### config.mk
export PLATFORM = sky130hd
export DESIGN_NAME = mem_bus_arbiter
export DESIGN_NICKNAME = d
export VERILOG_FILES = /design/src/rtl/mem_bus_pkg.sv /design/src/rtl/mem_bus_port.sv /design/src/rtl/mem_bus_arbiter.sv
export SDC_FILE = /design/constraint.sdc
export NUM_CORES = 1
export LEC_CHECK = 0
export ABC_AREA = 1
export CELL_PAD_IN_SITES_DETAIL_PLACEMENT = 1
export CELL_PAD_IN_SITES_GLOBAL_PLACEMENT = 2
export CORE_MARGIN = 4
export CORE_UTILIZATION = 26
export CTS_CLUSTER_SIZE = 25
export DETAILED_ROUTE_END_ITERATION = 12
export GPL_TIMING_DRIVEN = 0
export PLACE_DENSITY = 0.85
export REMOVE_ABC_BUFFERS = 1
export SKIP_LAST_GASP = 1
export SYNTH_ARGS = -nofsm -noshare
export SYNTH_HDL_FRONTEND = slang
export SYNTH_SLANG_ARGS = --single-unit
### constraint.sdc
create_clock -name clk -period 1.5 [get_ports clk]
set_input_delay 0.225 -clock clk [delete_from_list [all_inputs] [get_ports clk]]
set_output_delay 0.225 -clock clk [all_outputs]
set_load 0.02 [all_outputs]
### src/rtl/mem_bus_pkg.sv
// Shared types for the two-master memory bus arbiter: FSM states, request
// kinds, master indices and the tie-aware master selection helper.
package mem_bus_pkg;

  typedef enum logic [1:0] {
    ARB_IDLE    = 2'd0,
    ARB_RD_WAIT = 2'd1,
    ARB_WR_DONE = 2'd2
  } arb_state_e;

  typedef enum logic {
    REQ_RD = 1'b0,
    REQ_WR = 1'b1
  } req_kind_e;

  localparam logic MST_CPU = 1'b0;
  localparam logic MST_DMA = 1'b1;

  function automatic logic pick_master(input logic v0, input logic v1, input logic tie_winner);
    logic sel;
    if (v0 && v1) begin
      sel = tie_winner;
    end else if (v1) begin
      sel = MST_DMA;
    end else begin
      sel = MST_CPU;
    end
    return sel;
  endfunction

endpackage

### src/rtl/mem_bus_port.sv
// Per-master front end: one pending request slot, drop rules for protocol
// violations, ready generation and the read-data hold register.
module mem_bus_port
  import mem_bus_pkg::*;
#(
  parameter int ADDR_W = 16,
  parameter int DATA_W = 8
) (
  input  logic              clk,
  input  logic              reset_n,
  input  logic [ADDR_W-1:0] addr_i,
  input  logic              rd_req_i,
  input  logic              wr_en_i,
  input  logic [DATA_W-1:0] wr_data_i,
  input  logic              grant_i,
  input  logic              rd_done_i,
  input  logic              wr_done_i,
  input  logic [DATA_W-1:0] mem_rd_data_i,
  output logic              req_valid_o,
  output req_kind_e         req_kind_o,
  output logic [ADDR_W-1:0] req_addr_o,
  output logic [DATA_W-1:0] req_data_o,
  output logic              ready_o,
  output logic [DATA_W-1:0] rd_data_o
);

  logic              pend_q, pend_d;
  req_kind_e         kind_q, kind_d;
  logic [ADDR_W-1:0] addr_q, addr_d;
  logic [DATA_W-1:0] data_q, data_d;
  logic              ready_q, ready_d;
  logic [DATA_W-1:0] rd_data_q, rd_data_d;
  logic              accept_s;
  req_kind_e         new_kind_s;

  // Offer the pending request (or a fresh pulse, for bypass) and compute slot/ready updates.
  always_comb begin
    // Pulses while busy are dropped; a simultaneous rd+wr is a write.
    accept_s   = (rd_req_i | wr_en_i) & ready_q;
    new_kind_s = wr_en_i ? REQ_WR : REQ_RD;
    if (pend_q) begin
      req_kind_o = kind_q;
      req_addr_o = addr_q;
      req_data_o = data_q;
    end else begin
      req_kind_o = new_kind_s;
      req_addr_o = addr_i;
      req_data_o = wr_data_i;
    end
    req_valid_o = pend_q | accept_s;

    pend_d    = pend_q;
    kind_d    = kind_q;
    addr_d    = addr_q;
    data_d    = data_q;
    ready_d   = ready_q;
    rd_data_d = rd_data_q;
    if (accept_s) begin
      kind_d  = new_kind_s;
      addr_d  = addr_i;
      data_d  = wr_data_i;
      pend_d  = ~grant_i;
      ready_d = 1'b0;
    end else if (grant_i) begin
      pend_d = 1'b0;
    end else if (rd_done_i) begin
      ready_d   = 1'b1;
      rd_data_d = mem_rd_data_i;
    end else if (wr_done_i) begin
      ready_d = 1'b1;
    end else begin
      pend_d = pend_q;
    end
  end

  // Slot, ready and read-data registers.
  always_ff @(posedge clk) begin
    if (!reset_n) begin
      pend_q    <= 1'b0;
      kind_q    <= REQ_RD;
      addr_q    <= {ADDR_W{1'b0}};
      data_q    <= {DATA_W{1'b0}};
      ready_q   <= 1'b1;
      rd_data_q <= {DATA_W{1'b0}};
    end else begin
      pend_q    <= pend_d;
      kind_q    <= kind_d;
      addr_q    <= addr_d;
      data_q    <= data_d;
      ready_q   <= ready_d;
      rd_data_q <= rd_data_d;
    end
  end

  assign ready_o   = ready_q;
  assign rd_data_o = rd_data_q;

endmodule

### src/rtl/mem_bus_arbiter.sv
// Two-master memory bus arbiter (CPU = m0, DMA/video = m1).
// Define ARB_ROUND_ROBIN_EN for round-robin tie breaking; default is fixed m1 priority.
module mem_bus_arbiter
  import mem_bus_pkg::*;
#(
  parameter int ADDR_W = 16,
  parameter int DATA_W = 8
) (
  input  logic              clk,
  input  logic              reset_n,
  input  logic [ADDR_W-1:0] m0_addr_i,
  input  logic              m0_rd_req_i,
  input  logic              m0_wr_en_i,
  input  logic [DATA_W-1:0] m0_wr_data_i,
  output logic [DATA_W-1:0] m0_rd_data_o,
  output logic              m0_ready_o,
  input  logic [ADDR_W-1:0] m1_addr_i,
  input  logic              m1_rd_req_i,
  input  logic              m1_wr_en_i,
  input  logic [DATA_W-1:0] m1_wr_data_i,
  output logic [DATA_W-1:0] m1_rd_data_o,
  output logic              m1_ready_o,
  output logic [ADDR_W-1:0] mem_addr_o,
  output logic              mem_rd_req_o,
  output logic              mem_wr_en_o,
  output logic [DATA_W-1:0] mem_wr_data_o,
  input  logic [DATA_W-1:0] mem_rd_data_i,
  input  logic              mem_ready_i
);

  arb_state_e        state_q, state_d;
  logic              owner_q, owner_d;
  logic              mem_rd_req_q, mem_rd_req_d;
  logic              mem_wr_en_q, mem_wr_en_d;
  logic [ADDR_W-1:0] mem_addr_q, mem_addr_d;
  logic [DATA_W-1:0] mem_wr_data_q, mem_wr_data_d;

  logic [1:0]        req_valid_s;
  req_kind_e         req_kind_s [2];
  logic [ADDR_W-1:0] req_addr_s [2];
  logic [DATA_W-1:0] req_data_s [2];
  logic [1:0]        grant_s;
  logic [1:0]        rd_done_s;
  logic [1:0]        wr_done_s;
  logic              sel_s;
  logic              tie_winner_s;

  mem_bus_port #(.ADDR_W(ADDR_W), .DATA_W(DATA_W)) u_port0 (
    .clk           (clk),
    .reset_n       (reset_n),
    .addr_i        (m0_addr_i),
    .rd_req_i      (m0_rd_req_i),
    .wr_en_i       (m0_wr_en_i),
    .wr_data_i     (m0_wr_data_i),
    .grant_i       (grant_s[0]),
    .rd_done_i     (rd_done_s[0]),
    .wr_done_i     (wr_done_s[0]),
    .mem_rd_data_i (mem_rd_data_i),
    .req_valid_o   (req_valid_s[0]),
    .req_kind_o    (req_kind_s[0]),
    .req_addr_o    (req_addr_s[0]),
    .req_data_o    (req_data_s[0]),
    .ready_o       (m0_ready_o),
    .rd_data_o     (m0_rd_data_o)
  );

  mem_bus_port #(.ADDR_W(ADDR_W), .DATA_W(DATA_W)) u_port1 (
    .clk           (clk),
    .reset_n       (reset_n),
    .addr_i        (m1_addr_i),
    .rd_req_i      (m1_rd_req_i),
    .wr_en_i       (m1_wr_en_i),
    .wr_data_i     (m1_wr_data_i),
    .grant_i       (grant_s[1]),
    .rd_done_i     (rd_done_s[1]),
    .wr_done_i     (wr_done_s[1]),
    .mem_rd_data_i (mem_rd_data_i),
    .req_valid_o   (req_valid_s[1]),
    .req_kind_o    (req_kind_s[1]),
    .req_addr_o    (req_addr_s[1]),
    .req_data_o    (req_data_s[1]),
    .ready_o       (m1_ready_o),
    .rd_data_o     (m1_rd_data_o)
  );

`ifdef ARB_ROUND_ROBIN_EN
  logic last_grant_q;

  // Remember the most recent grant so the other master wins the next tie.
  always_ff @(posedge clk) begin
    if (!reset_n) begin
      last_grant_q <= MST_DMA;
    end else if (|grant_s) begin
      last_grant_q <= sel_s;
    end else begin
      last_grant_q <= last_grant_q;
    end
  end

  assign tie_winner_s = ~last_grant_q;
`else
  assign tie_winner_s = MST_DMA;
`endif

  // Arbiter next-state, grant and memory-bus drive.
  always_comb begin
    state_d       = state_q;
    owner_d       = owner_q;
    mem_rd_req_d  = 1'b0;
    mem_wr_en_d   = 1'b0;
    mem_addr_d    = mem_addr_q;
    mem_wr_data_d = mem_wr_data_q;
    grant_s       = 2'b00;
    rd_done_s     = 2'b00;
    wr_done_s     = 2'b00;
    sel_s         = pick_master(req_valid_s[0], req_valid_s[1], tie_winner_s);
    case (state_q)
      ARB_IDLE: begin
        if (mem_ready_i && (|req_valid_s)) begin
          grant_s[sel_s] = 1'b1;
          owner_d        = sel_s;
          mem_addr_d     = req_addr_s[sel_s];
          if (req_kind_s[sel_s] == REQ_WR) begin
            mem_wr_en_d   = 1'b1;
            mem_wr_data_d = req_data_s[sel_s];
            state_d       = ARB_WR_DONE;
          end else begin
            mem_rd_req_d = 1'b1;
            state_d      = ARB_RD_WAIT;
          end
        end else begin
          state_d = ARB_IDLE;
        end
      end
      ARB_RD_WAIT: begin
        // The issue cycle itself still shows the stale mem_ready, so skip it.
        if (mem_ready_i && !mem_rd_req_q) begin
          rd_done_s[owner_q] = 1'b1;
          state_d            = ARB_IDLE;
        end else begin
          state_d = ARB_RD_WAIT;
        end
      end
      ARB_WR_DONE: begin
        wr_done_s[owner_q] = 1'b1;
        state_d            = ARB_IDLE;
      end
      default: begin
        state_d = ARB_IDLE;
      end
    endcase
  end

  // FSM and memory-bus output registers.
  always_ff @(posedge clk) begin
    if (!reset_n) begin
      state_q       <= ARB_IDLE;
      owner_q       <= MST_CPU;
      mem_rd_req_q  <= 1'b0;
      mem_wr_en_q   <= 1'b0;
      mem_addr_q    <= {ADDR_W{1'b0}};
      mem_wr_data_q <= {DATA_W{1'b0}};
    end else begin
      state_q       <= state_d;
      owner_q       <= owner_d;
      mem_rd_req_q  <= mem_rd_req_d;
      mem_wr_en_q   <= mem_wr_en_d;
      mem_addr_q    <= mem_addr_d;
      mem_wr_data_q <= mem_wr_data_d;
    end
  end

  assign mem_rd_req_o  = mem_rd_req_q;
  assign mem_wr_en_o   = mem_wr_en_q;
  assign mem_addr_o    = mem_addr_q;
  assign mem_wr_data_o = mem_wr_data_q;

endmodule
# [After elaboration in Yosys (flattened, before gate mapping)]
# Cells that the tools add are included.
# Widths: inputs -> output; s select.
[classes] magnitude_cmp=5 n_eq_ne=4 mux=46 bitwise=11 reduce_logical=19
[op_table] op="$mux 16" n=5
[op_table] op="$mux 8" n=5
[op_table] op="$mux 1" n=26
[op_table] op="$mux 2" n=7
[op_table] op="$reduce_and 3->1" n=4
[op_table] op="$reduce_and 2->1" n=3
[op_table] op="$reduce_bool 3->1" n=2
[op_table] op="$logic_and 1x1->1" n=5
[op_table] op="$lt 1x2->1 const B" n=2
[op_table] op="$ne 2x1->1 const B" n=2
[op_table] op="$not 1->1" n=4
[op_table] op="$or 1x1->1" n=4
[op_table] op="$pmux 2 s2" n=1
[op_table] op="$reduce_bool 2->1" n=2
[op_table] op="$and 1x1->1" n=2
[op_table] op="$demux 1 s1" n=2
[op_table] op="$eq 2x1->1 const B" n=1
[op_table] op="$eq 2x2->1 const B" n=1
[op_table] op="$ge 1x1->1 const B" n=2
[op_table] op="$ge 2x2->1 const B" n=1
[op_table] op="$logic_not 2->1" n=1
[op_table] op="$not 1->2" n=1
[op_table] op="$reduce_or 2->1" n=1
[op_table] op="$logic_not 1->1" n=1
[word_totals] reg_bits=99 input_bits=63 output_inout_bits=44

# [Depth between registers and ports, before layout]
[logic_depth] depth_word=13 depth_mapped=10

# [Cells and area by module]
# A second synthesis with hierarchy kept.
[unflattened] hier_cells=735 area_unflattened_um2=4685.7
[by_module_without_submodules] module="mem_bus_port" instances=2 cells_per_inst=253 area_per_inst_um2=1600.3 seq_area_each_um2=700.7
[by_module_without_submodules] module="mem_bus_arbiter" instances=1 cells_per_inst=229 area_per_inst_um2=1485.2 seq_area_each_um2=580.6

# [Worst setup path before layout]
# OpenSTA, ideal clock, no wires.
[synth_timing] path_kind="flip-flop to flip-flop" start="reg u_port1.ready_q (netlist: u_port1.ready_o)" end="reg mem_wr_data_q[4] (netlist: mem_wr_data_o[4])" setup_ns=0.112 t_arrival_ns=1.280 t_required_ns=1.388 path_slack_ns=0.108 path_stages_with_launch=9 n_path_buf=1 path_cell_list="dfxtp_1 > o21ai_2 > nand2_2 > nand2_1 > nand2_4 > nand2_4 > buf_8 > nor2_2 > nor2_2"
[synth_via] elab_chain_cells=9
[synth_rtl] item="from (decl)" line_no="mem_bus_port.sv:31" source="logic ready_q, ready_d;"
[synth_rtl] item="from (signal assigned)" line_no="mem_bus_port.sv:90" source="ready_q <= ready_d;"
[synth_rtl] item="$and 1x1->1 (*)" line_no="mem_bus_port.sv:39" source="accept_s = (rd_req_i | wr_en_i) & ready_q;"
[synth_rtl] item="$or 1x1->1 (*)" line_no="mem_bus_port.sv:50" source="req_valid_o = pend_q | accept_s;"
[synth_rtl] item="$mux 1 or $logic_and 1x1->1 (tied branches)" line_no="mem_bus_pkg.sv:23, mem_bus_pkg.sv:21"
[synth_rtl] item="$mux 1" line_no="mem_bus_pkg.sv:21" source="if (v0 && v1) begin"
[synth_rtl] item="$not 1->2 (not written as such)" line_no="mem_bus_arbiter.sv:123, mem_bus_arbiter.sv:125"
[synth_rtl] item="$mux 1 (not written as such) (3 in series)" line_no="mem_bus_arbiter.sv:123" source="if (req_kind_s[sel_s] == REQ_WR) begin"
[synth_rtl] item="$reduce_and 3->1 (no line)"
[synth_rtl] item="to (signal assigned)" line_no="mem_bus_arbiter.sv:162" source="mem_wr_data_q <= {DATA_W{1'b0}};"
[synth_rtl] item="to (signal assigned)" line_no="mem_bus_arbiter.sv:169" source="mem_wr_data_q <= mem_wr_data_d;"
[synth_rtl] item="to (decl)" line_no="mem_bus_arbiter.sv:36" source="logic [DATA_W-1:0] mem_wr_data_q, mem_wr_data_d;"
# Mark *: on every way between the ends. The rest lies on a longest branch, timed or not. The select of a mux whose other input is x is not followed.
# A chain may end at the register's enable or synchronous reset.

# [Final worst setup path]
[layout_timing] start="reg state_q[0]" end="reg mem_wr_data_q[5] (netlist: mem_wr_data_o[5])"
[layout_via] elab_chain_cells=2
[layout_rtl] item="from (decl)" line_no="mem_bus_arbiter.sv:31" source="arb_state_e state_q, state_d;"
[layout_rtl] item="from (signal assigned)" line_no="mem_bus_arbiter.sv:164" source="state_q <= state_d;"
[layout_rtl] item="$logic_not 2->1" line_no="mem_bus_arbiter.sv:117" source="case (state_q)"
[layout_rtl] item="$reduce_and 3->1 (no line)"
# No other way between the ends.

==> reports/metrics.yaml <==
r2r-start: "state_q[0]$_SDFF_PN0_"
dieArea_um2: 18900
ys_ff_latch: 99
crit_path_end_kind: "flip-flop"
layout_commonest_cell: "nand2_1"
r2r_setup_slack_ps: 60
maxCapViolations: 0
crit_required_ps: 1750
clk_latency_ps: 350
relSlewSlack: 0.502
cts_made_buffers: 9
grt_max_degree: 49
grt_usage: 0.183
cts_buffer_depth: 2
fin_crit_sh: 0.961
min_period_ps: 1440
grt_pass1_wl_um: 26200
root_buffer: "clkbuf_16"
holdCritPathClass: "input pin to flip-flop"
start_kind: "flip-flop"
io_pins: 107
dp_cells: 933
status: "finished clean"
post_drt_wl_per_cell_um: 17.3
route.detailed.drc: 0
dr.pass1.iters: 4
finalHoldViolCount: 0
yosysTopAreaCellShare: 0.455
wirelength_um: 16800
setup_viol_count_final: 0
clock_sinks: 99
avgSynthCellArea_um2: 6.78
reg2reg_to: "mem_wr_data_o[5]$_SDFFE_PN0P_"
drtIter0Drc: 195
syn_inst: 642
area_growth_pct: 42.7
final_cell_mix: "nand2_1, nor2_1, dfxtp_1"
worstPathArrival_ps: 1690
ys_warn_count: 0
synth.cell_area_um2: 4360
final_cells: 974
cts_tree: "built"
start_util: 0.264
drive_above_1_share: 0.118
diodes: 0
htreeDepth: 3
first_global_vias: 4843
critPathKind: "flip-flop to flip-flop"
grt_remaining_overflow: 0
path_clk_slew_ps: 70
drv_slew: 0
vias_per_cell: 4.72
dp_hpwl_um: 9900
die_y_um: 137
r2r_cells: 6
synth_area_leaders: "dfxtp_1, nand2_1, nor2_1"
ant_nets: 0
num_rows: 47
die_w_um: 137
rsz0062_at_grt: "yes"
port-buffer-count: 106
path_max_fanout: 9
holdPathEnd: "state_q[0]$_SDFF_PN0_"
fin_skew_ps: 8.53
max_freq_mhz: 694
vias: 4593
netlist.top_cell.by_area: "dfxtp_1"
cts-hold-fix-buffers: 0
final_nets: 812
worstHoldStart: "mem_ready_i"
tightest_slew_ps: 747
hold_path_depth: 4
antenna_found_initial: 1
core-area_um2: 16500
place_congestion: 0.706
ys_types: 25
p_leak_nw: 2.77
p_per_area_nw_per_um2: 1220
utilization: 0.376
vdd_drop_max_v: 0.000599
yosysSeqAreaShare: 0.455
## layout make-up
type | count | area, µm²
inverter | 24 | 145
tap | 220 | 275
fill | 2021 | 10300
clock buffer | 9 | 225
timing repair inverter | 2 | 15.0
clock inverter | 7 | 67.6
sequential | 99 | 1990
multi-input combinational | 485 | 2190
timing repair buffer | 128 | 1300
## routing by layer
metal | track usage | wire [µm] | vias to the layer above
li1 | - | - | 2263
met1 | 0.227 | 7670 | 2216
met2 | 0.320 | 8270 | 98
met3 | 0.0314 | 708 | 14
met4 | 0.0604 | 163 | 2
met5 | 0 | 19 | -
## power by group
group | total [mW] | leakage, nW | switching [mW] | internal (mW)
clock | 2.40 | 0.149 | 1.10 | 1.29
sequential | 3.07 | 0.817 | 0.161 | 2.91
combinational | 2.13 | 1.81 | 1.30 | 0.826
## through the flow
step | area (µm²) | setup slack (ps) | hold slack (ps) | TNS, ps | total power [mW]
6_report | 6210 | 58.9 | 311 | 0 | 7.59
5_1_grt | 6210 | -21.2 | 343 | -61.4 | 8.02
4_1_cts | 6120 | 2.70 | 321 | 0 | 7.63
3_5_place_dp | 5550 | -1780 | 458 | -116710 | 5.00
3_3_place_gp | 5500 | -2600 | 450 | -186670 | 4.90
2_1_floorplan | 4160 | -489 | 294 | -16740 | 4.10
## synth_stat cells (all sizes together)
cell    count
nand2     201
nor2      130
dfxtp      99
o21ai      64
nand3      53
a21oi      32
inv        23
clkbuf     19
buf        18
nor3        2
clkinv      1
## state kept, by name, summed over array words and instances, names as in the netlist
| name | cells |
|---|---|
| mem_rd_req_o | 1 |
| mem_addr_o | 16 |
| mem_wr_data_o | 8 |
| u_port0.addr_q | 16 |
| u_port1.rd_data_o | 8 |
| u_port1.data_q | 8 |
| u_port0.data_q | 8 |
| mem_wr_en_o | 1 |
| u_port0.pend_q | 1 |
| u_port0.rd_data_o | 8 |
| u_port1.pend_q | 1 |
| u_port0.kind_q | 1 |
| u_port0.ready_o | 1 |
| u_port1.kind_q | 1 |
| owner_q | 1 |
| u_port1.ready_o | 1 |
| state_q | 2 |
| u_port1.addr_q | 16 |
## cell families after synthesis
group                  after synthesis  share of synthesized area
and+or+nand+nor                    386                      0.365
DFF                                 99                      0.455
AOI/OAI and AO/OA                   96                      0.114
buffers and inverters               61                     0.0661
## critical path, cell delays in order (launching register included)
cell	delay, ps
dfxtp_1	370
nor3_4	320
nand2_4	140
nand2_8	200
nand2_8	110
nor2_2	140
nor2_2	50
## how the worst max path moves through the flow
stage / startpoint / to / slack (ps)
floorplan: u_port0.pend_q$_SDFFE_PN0P_ / mem_wr_data_o[0]$_SDFFE_PN0P_ / -490
global placement: reset_n / u_port1.pend_q$_SDFFE_PN0P_ / -2600
detailed placement: u_port0.pend_q$_SDFFE_PN0P_ / mem_wr_data_o[1]$_SDFFE_PN0P_ / -1780
CTS: mem_wr_en_o$_SDFF_PN0_ / mem_wr_en_o / 3
global route: u_port1.ready_o$_SDFFE_PN1P_ / mem_addr_o[7]$_SDFFE_PN0P_ / -20
finish: state_q[0]$_SDFF_PN0_ / mem_wr_data_o[5]$_SDFFE_PN0P_ / 60
## timing repair
action                     CTS  global route
buffers inserted            16             4
resized for setup           80             9
setup endpoints to repair  140            40
pin swaps                    5             4
gates cloned                 5             0
(Power assumes the default switching activity.)
